==> src/rtl/regfile_wb_arbiter.sv <==
// Two-requester write-back arbiter that feeds the register file's single write port.
// Optional conflict statistics are built when WB_ARB_STATS_EN is defined.
module regfile_wb_arbiter #(
  parameter int WORD_WIDTH = 16,
  parameter int IDX_WIDTH  = 4
) (
  input  logic                  clock,
  input  logic                  reset,
  input  logic                  a_valid,
  output logic                  a_ready,
  input  logic [IDX_WIDTH-1:0]  a_idx,
  input  logic [WORD_WIDTH-1:0] a_data,
  input  logic                  b_valid,
  output logic                  b_ready,
  input  logic [IDX_WIDTH-1:0]  b_idx,
  input  logic [WORD_WIDTH-1:0] b_data,
  output logic                  rf_write,
  output logic [IDX_WIDTH-1:0]  rf_dst_idx,
  output logic [WORD_WIDTH-1:0] rf_dst,
  output logic                  drop_reg0,
  input  logic [IDX_WIDTH-1:0]  q_idx,
`ifdef WB_ARB_STATS_EN
  input  logic                  stat_clear,
  output logic [15:0]           stat_conflicts,
`endif
  output logic                  q_pending
);

  logic                  a_full_p0, b_full_p0;
  logic [IDX_WIDTH-1:0]  a_idx_p0, b_idx_p0;
  logic [WORD_WIDTH-1:0] a_data_p0, b_data_p0;
  logic                  last_grant;
  logic                  grant_a, grant_b;
  logic [IDX_WIDTH-1:0]  sel_idx;
  logic [WORD_WIDTH-1:0] sel_data;

  // Round-robin: on a conflict the port that did not win last time goes first.
  always_comb begin
    grant_a  = 1'b0;
    grant_b  = 1'b0;
    sel_idx  = a_idx_p0;
    sel_data = a_data_p0;
    if (a_full_p0 && (!b_full_p0 || last_grant)) begin
      grant_a = 1'b1;
    end else if (b_full_p0) begin
      grant_b  = 1'b1;
      sel_idx  = b_idx_p0;
      sel_data = b_data_p0;
    end
  end

  assign a_ready = !a_full_p0 || grant_a;
  assign b_ready = !b_full_p0 || grant_b;

  // Stage p0: holding slots
  always_ff @(posedge clock) begin
    if (reset) begin
      a_full_p0 <= 1'b0;
      b_full_p0 <= 1'b0;
    end else begin
      if (a_valid && a_ready) a_full_p0 <= 1'b1;
      else if (grant_a)       a_full_p0 <= 1'b0;
      if (b_valid && b_ready) b_full_p0 <= 1'b1;
      else if (grant_b)       b_full_p0 <= 1'b0;
    end
  end

  always_ff @(posedge clock) begin
    if (a_valid && a_ready) begin
      a_idx_p0  <= a_idx;
      a_data_p0 <= a_data;
    end
    if (b_valid && b_ready) begin
      b_idx_p0  <= b_idx;
      b_data_p0 <= b_data;
    end
  end

  // Stage p1: registered write port; reg0 entries are consumed but never written
  always_ff @(posedge clock) begin
    if (reset) begin
      rf_write   <= 1'b0;
      drop_reg0  <= 1'b0;
      rf_dst_idx <= '0;
      rf_dst     <= '0;
      last_grant <= 1'b1;
    end else begin
      rf_write  <= 1'b0;
      drop_reg0 <= 1'b0;
      if (grant_a || grant_b) begin
        last_grant <= grant_b;
        if (sel_idx != '0) begin
          rf_write   <= 1'b1;
          rf_dst_idx <= sel_idx;
          rf_dst     <= sel_data;
        end else begin
          drop_reg0 <= 1'b1;
        end
      end
    end
  end

  assign q_pending = (q_idx != '0) &&
                     ((a_full_p0 && (a_idx_p0 == q_idx)) ||
                      (b_full_p0 && (b_idx_p0 == q_idx)) ||
                      (rf_write && (rf_dst_idx == q_idx)));

`ifdef WB_ARB_STATS_EN
  function automatic logic [15:0] sat_inc16(input logic [15:0] v);
    return (v == 16'hFFFF) ? v : v + 16'd1;
  endfunction

  always_ff @(posedge clock) begin
    if (reset || stat_clear)          stat_conflicts <= '0;
    else if (a_full_p0 && b_full_p0)  stat_conflicts <= sat_inc16(stat_conflicts);
  end
`endif

endmodule
==> config.mk <==
export PLATFORM = sky130hd
export DESIGN_NAME = regfile_wb_arbiter
export DESIGN_NICKNAME = d
export VERILOG_FILES = /design/src/rtl/regfile_wb_arbiter.sv
export SDC_FILE = /design/constraint.sdc
export NUM_CORES = 1
export LEC_CHECK = 0
export ABC_AREA = 1
export BUFFER_PORTS_ARGS = -buffer_cell sky130_fd_sc_hd__buf_4
export CORE_MARGIN = 1.5
export CORE_UTILIZATION = 44
export DETAILED_ROUTE_END_ITERATION = 6
export PLACE_DENSITY = 0.68
export SYNTH_ARGS = -nofsm -noshare
export SYNTH_HDL_FRONTEND = slang
export SYNTH_SLANG_ARGS = --single-unit
export TNS_END_PERCENT = 5
==> constraint.sdc <==
create_clock -name clock -period 2.4 [get_ports clock]
set_input_delay 0.24 -clock clock [delete_from_list [all_inputs] [get_ports clock]]
set_output_delay 0.24 -clock clock [all_outputs]
set_load 0.05 [all_outputs]
==> results of run 1 <==
stage by stage:
stage,util,cells
after global routing,0.580,472
after detailed placement,0.544,456
final,0.580,472
after floorplan,-,318
after CTS,0.580,472
after global placement,0.544,456
final cells by class:
cell class | instances | area, µm² | area share
inverter | 32 | 120 | 0.0328
multi-input combinational | 203 | 926 | 0.253
sequential | 65 | 1700 | 0.465
clock inverter | 7 | 101 | 0.0277
timing repair buffer | 79 | 593 | 0.162
tap | 77 | 96.3 | 0.0263
clock buffer | 9 | 124 | 0.0338
where the power goes:
| group | switching, µW | internal (µW) |
|---|---|---|
| registers | 51.5 | 1270 |
| clock network | 451 | 593 |
| logic | 337 | 193 |
worst paths after layout:
| check | startpoint | endpoint | slack (ns) | cells past startpoint |
|---|---|---|---|---|
| hold / removal | a_data[7] | a_data_p0[7] | 0.06 | 1 |
| hold reg to reg | rf_dst[5] | rf_dst[5] | 0.49 | 2 |
| setup / recovery | b_full_p0 | q_pending | 0.44 | 7 |
| setup reg to reg | b_full_p0 | rf_dst[13] | 0.57 | 10 |
sequential cells by signal, summed over array words and instances (netlist names):
name	count
rf_write	1
a_data_p0	16
b_data_p0	16
b_idx_p0	4
drop_reg0	1
a_full_p0	1
rf_dst	16
a_idx_p0	4
last_grant	1
rf_dst_idx	4
b_full_p0	1
worst register-to-register path, cell delays in order, from the launching register on:
cell and delay (ns):
dfxtp_1 0.61, nand2_8 0.10, nand2_2 0.11, nand2_1 0.07
nand2_1 0.14, nor2_4 0.06, nand2_2 0.05, buf_4 0.34
nand3_1 0.13, nand2_1 0.08, nor2_1 0.04
kinds of logic (layout without fill, tap and decap cells):
logic type	after synthesis	count (layout)	synth area share
AO/OA/AOI/OAI	31	31	0.0553
XOR/XNOR	3	3	0.00921
buffers and inverters	50	127	0.0789
flip-flops	65	65	0.596
AND/OR/NAND/NOR	169	169	0.260
layout by cell type (no fill, tap or decap), types with 6 or more instances in the layout:
cell,n
nand3_1,46
buf_4,79
dfxtp_1,25
nand2_1,81
nand2_2,6
edfxtp_1,40
clkbuf_8,9
inv_1,30
nor2_1,29
a21oi_1,25
metal layers:
metal | up-vias | share of wire | global-route usage
met5 | - | 0 | 0
met4 | 0 | 0.0085 | 0.0760
met3 | 4 | 0.049 | 0.0564
met2 | 60 | 0.46 | 0.242
met1 | 990 | 0.49 | 0.265
li1 | 1187 | - | -
==> flow_summary.ini, run 1 <==
[outcome]
run_status = complete, no violations

[floorplanning]
ios = 73
fp.coreArea_um2 = 6310
area_enclosed_by_the_die_boundary_um2 = 6980
effective_utilization_at_floorplan = 0.452
die_y_um = 83.5
row_count = 29
die_x_um = 83.5

[placement]
dp.final_hpwl_um = 4250
buffer_ports.inserted = 72
place_ws_ns = 0.575
globalplace.congestion = 0.818
dpl-instance-area_um2 = 3440

[sta]
achievable-frequency_mhz = 511
slew_at_the_pin_with_the_worst_max_slew_slack_ns = 0.665
rsz0062_at_grt = no
timing_hold_violations_final = 0
timing.max_slew.rel_slack = 0.556
timing.setup.tns_ns = 0
hold_slack_ns = 0.0647
final.period_utilization = 0.815
setup-violations-final = 0
period_needed_ns = 1.96
finClkSkew_ns = 0.00746
final_max_slew_viol_count = 0
postLayoutSetupSlackWorst_ns = 0.444

[logic_synthesis]
share_of_yosys_cell_area_claimed_by_the_top_area_cell_type = 0.421
synth.yosys.seq_area_share = 0.596
yosys.cell_count.top_type = nand2_1
ys_async_sr_fraction = 0
postSynth.topFlopCell = edfxtp_1
synth_fp_nets = 366
synthesis.yosys.warnings = 0
ys_top_cells_by_area = edfxtp_1 42%, dfxtp_1 18%, nand2_1 11%
synth_enable_flop_cells = 40
yosys.area.top_type = edfxtp_1
postSynthAreaPerCell_um2 = 8.97
synth.cells.most_frequent = 81 x nand2_1, 46 x nand3_1, 40 x edfxtp_1
synth.cell_area_um2 = 2850
netlist_instances = 318
synth_cell_type_count = 25
postSynthRegisterBits = 65

[clock_network]
cts_hold_buf = 0
tritoncts.num_buffers = 9
max_h_tree_level = 3
cts_root_buf = clkbuf_8
clkSinkCount = 65
number_of_resized_instances_in_the_post_cts_repair_step = 0
clock_path_buffers = 2
clk_pin_slew_worst_paths_ns = 0.08
cts_tree = built
cts_setup_buffers = 0
clkLatencyLatePin_ns = 0.34

[grt]
initial_antenna_violation_count = 0
globalRouteTotalUtil = 0.179
grt_overflow_total = 0
vias_in_the_first_global_route = 1938
wire_length_of_the_first_global_routing_pass_um = 9680
grt_max_degree = 42

[worst_setup_path]
start_to_end_type_of_the_worst_setup_path = flop to output pin
crit_path_frequent_cell = nand3_1
cpPeakStageDelay_ns = 0.61
critPathCaptureType = output pin
worst_setup_path_start_kind = flop
cp_max_fo = 11
timing.critical_path.cells = o21ai_0, nor2_1, nand3_1, nand3_1, nand2_1, inv_1, buf_4
cp_top_family = flip-flops
cp_data_arrival_time_ns = 1.72
critical_path.n_buffers_inverters = 2
critical-path-slowest-cell = dfxtp_1
worst-endpoint-required_ns = 2.16

[route]
antenna_violating_nets_post_route = 0
drt_wl_total_um = 5900
vias_per_cell = 4.75
route.vias.total = 2241
first_pass_iters = 4
initialDrtViolationCount = 138
route.detailed.wl_per_inst_um = 12.5
number_of_remaining_drc_errors = 0

[power]
fin_total_pwr_uw = 2900
ir_drop_mv = 0.450
leakagePower_uw = 0.00173
p_per_area_nw_per_um2 = 792

[flow_run]
max_cap_viol_count = 0

[cells_and_area]
layout_cell_share_with_drive_strength_beyond_1 = 0.271
antenna-diode-count = 0
final_design_area_no_fill_um2 = 3660
fillerInstances = 557
synthesis_to_layout_area_growth_pct = 28.4
nNetsFinal = 438

[min_path]
timing.hold.worst.class = input port to flop
No activity file was read; power rests on OpenSTA's default activity.
==> run 2: changes to the inputs <==
Settings changed: PLACE_DENSITY 0.68 to 0.71.
Clock period 2.4 ns to 1.6 ns, I/O delays scaled along.
==> flow_summary.ini, run 2 (synthesized netlist as in run 1, its figures left out) <==
[outcome]
run_status = finished with violations
failing_checks = setup timing

[grt]
globalRouteTotalUtil = 0.209
grt_overflow_total = 0
vias_in_the_first_global_route = 2416
wire_length_of_the_first_global_routing_pass_um = 11300
grt_max_degree = 42
initial_antenna_violation_count = 0

[cells_and_area]
final_cell_mix = 83 x buf_4, 78 x nand2_1, 44 x nand3_1
layout_cell_share_with_drive_strength_beyond_1 = 0.291
final_design_area_no_fill_um2 = 4250
registers_with_the_highest_flip_flop_counts = a_data_p0 (16), b_data_p0 (16), rf_dst (16)
most_common_cell_after_layout_fill_and_taps_aside = buf_4
nNetsFinal = 487
antenna-diode-count = 0
finalCoreUtilization = 0.673
synthesis_to_layout_area_growth_pct = 48.9

[power]
netSwitchingPower_uw = 1280
p_per_area_nw_per_um2 = 1050
seqPwrFrac = 0.444
switching_share = 0.288
comb_power_share = 0.214
internal_power_uw = 3180
leakagePower_uw = 0.00195
ir_drop_mv = 0.809
clock_power_share = 0.343
fin_total_pwr_uw = 4460

[clock_network]
clkLatencyLatePin_ns = 0.35
clkSinkCount = 65
cts_root_buf = clkbuf_8
cts_tree = built
clock_path_buffers = 2
max_h_tree_level = 3
tritoncts.num_buffers = 9
clk_pin_slew_worst_paths_ns = 0.07

[min_path]
timing.hold.worst.class = input port to flop

[sta]
timing.setup.tns_ns = -0.0932
postLayoutSetupSlackWorst_ns = -0.0932
final.period_utilization = 1.06
setup-violations-final = 1
timing.max_slew.rel_slack = 0.860
timing_hold_violations_final = 0
rsz0062_at_grt = yes
final_max_slew_viol_count = 0
finClkSkew_ns = 0.00679
achievable-frequency_mhz = 591
period_needed_ns = 1.69
slew_at_the_pin_with_the_worst_max_slew_slack_ns = 0.208

[placement]
dpl-instance-area_um2 = 3560
place_ws_ns = 0.0756
dp.final_hpwl_um = 4130
buffer_ports.inserted = 72
globalplace.congestion = 0.802

[worst_setup_path]
cp_max_fo = 2
worst-endpoint-required_ns = 1.44
start_to_end_type_of_the_worst_setup_path = flop to output pin
critPathCaptureType = output pin
worst_setup_path_start_kind = flop
cp_data_arrival_time_ns = 1.53

[floorplanning]
ios = 73
die_y_um = 83.5
die_x_um = 83.5
fp.coreArea_um2 = 6310
area_enclosed_by_the_die_boundary_um2 = 6980
row_count = 29
effective_utilization_at_floorplan = 0.452

[route]
antenna_violating_nets_post_route = 0
initialDrtViolationCount = 117
number_of_remaining_drc_errors = 0
vias_per_cell = 4.75
route.vias.total = 2476
first_pass_iters = 4
drt_wl_total_um = 6580
route.detailed.wl_per_inst_um = 12.6

[flow_run]
max_cap_viol_count = 0
run 2: cell types whose count changed in the layout (fill, tap and decap cells not counted), moves of 4 or more:
cell,change
dlygate4sd3_1,+41
buf_4,+4
inv_1,-4
nand2_4,+4
run 2: final timing paths:
| kind | start | endpoint | slack [ns] | cells after the start |
|---|---|---|---|---|
| hold / removal | a_valid | a_full_p0 | 0.1 | 3 |
| setup reg to reg | a_idx_p0[2] | rf_dst[2] | 0.07 | 10 |
| setup / recovery | a_idx_p0[2] | q_pending | -0.09 | 7 |
| hold reg to reg | rf_dst[14] | rf_dst[14] | 0.48 | 2 |
run 2: critical path: stages (launching register included):
cell and delay (ns):
edfxtp_1 0.41, or2_4 0.25, a21oi_2 0.11, nand4_1 0.10
nand3_1 0.08, nand2_1 0.06, inv_2 0.05, buf_8 0.13
run 2: power by group through the flow:
stage | clock network (µW) | registers [µW] | logic, µW
after floorplan | 0 | 2210 | 372
after global placement | 0 | 2020 | 836
after detailed placement | 0 | 2020 | 850
after CTS | 1550 | 1980 | 938
after global routing | 1650 | 1990 | 1040
final | 1530 | 1980 | 955
run 2: repair_timing:
action                                  CTS  global route
pin swaps                                 3             3
gates resized for setup                   3            12
setup buffers                             1             2
hold endpoints to repair                 42             0
hold buffers                             41             0
endpoints found under the setup margin    1            23
run 2: routing by layer:
metal,GRT usage,routed length [µm],vias to the layer above
met3,0.0584,414,4
met5,0,0,-
met4,0.0715,38,0
met2,0.355,3350,85
met1,0.257,2780,1108
li1,-,-,1279
run 2: metrics by stage:
step,cells,hold WS [ns]
finish,521,0.0964
CTS,519,0.0871
global placement,461,0.339
global route,521,0.0886
floorplan,318,0.222
detailed placement,461,0.339
run 2: area by class of cell:
cell class / instances / area, µm²
Inverter: 32 / 128
Tap cell: 77 / 96.3
Sequential cell: 65 / 1710
Fill cell: 491 / 2060
Multi-Input combinational cell: 203 / 992
Clock buffer: 9 / 124
Timing Repair Buffer: 128 / 1110
Clock inverter: 7 / 92.6
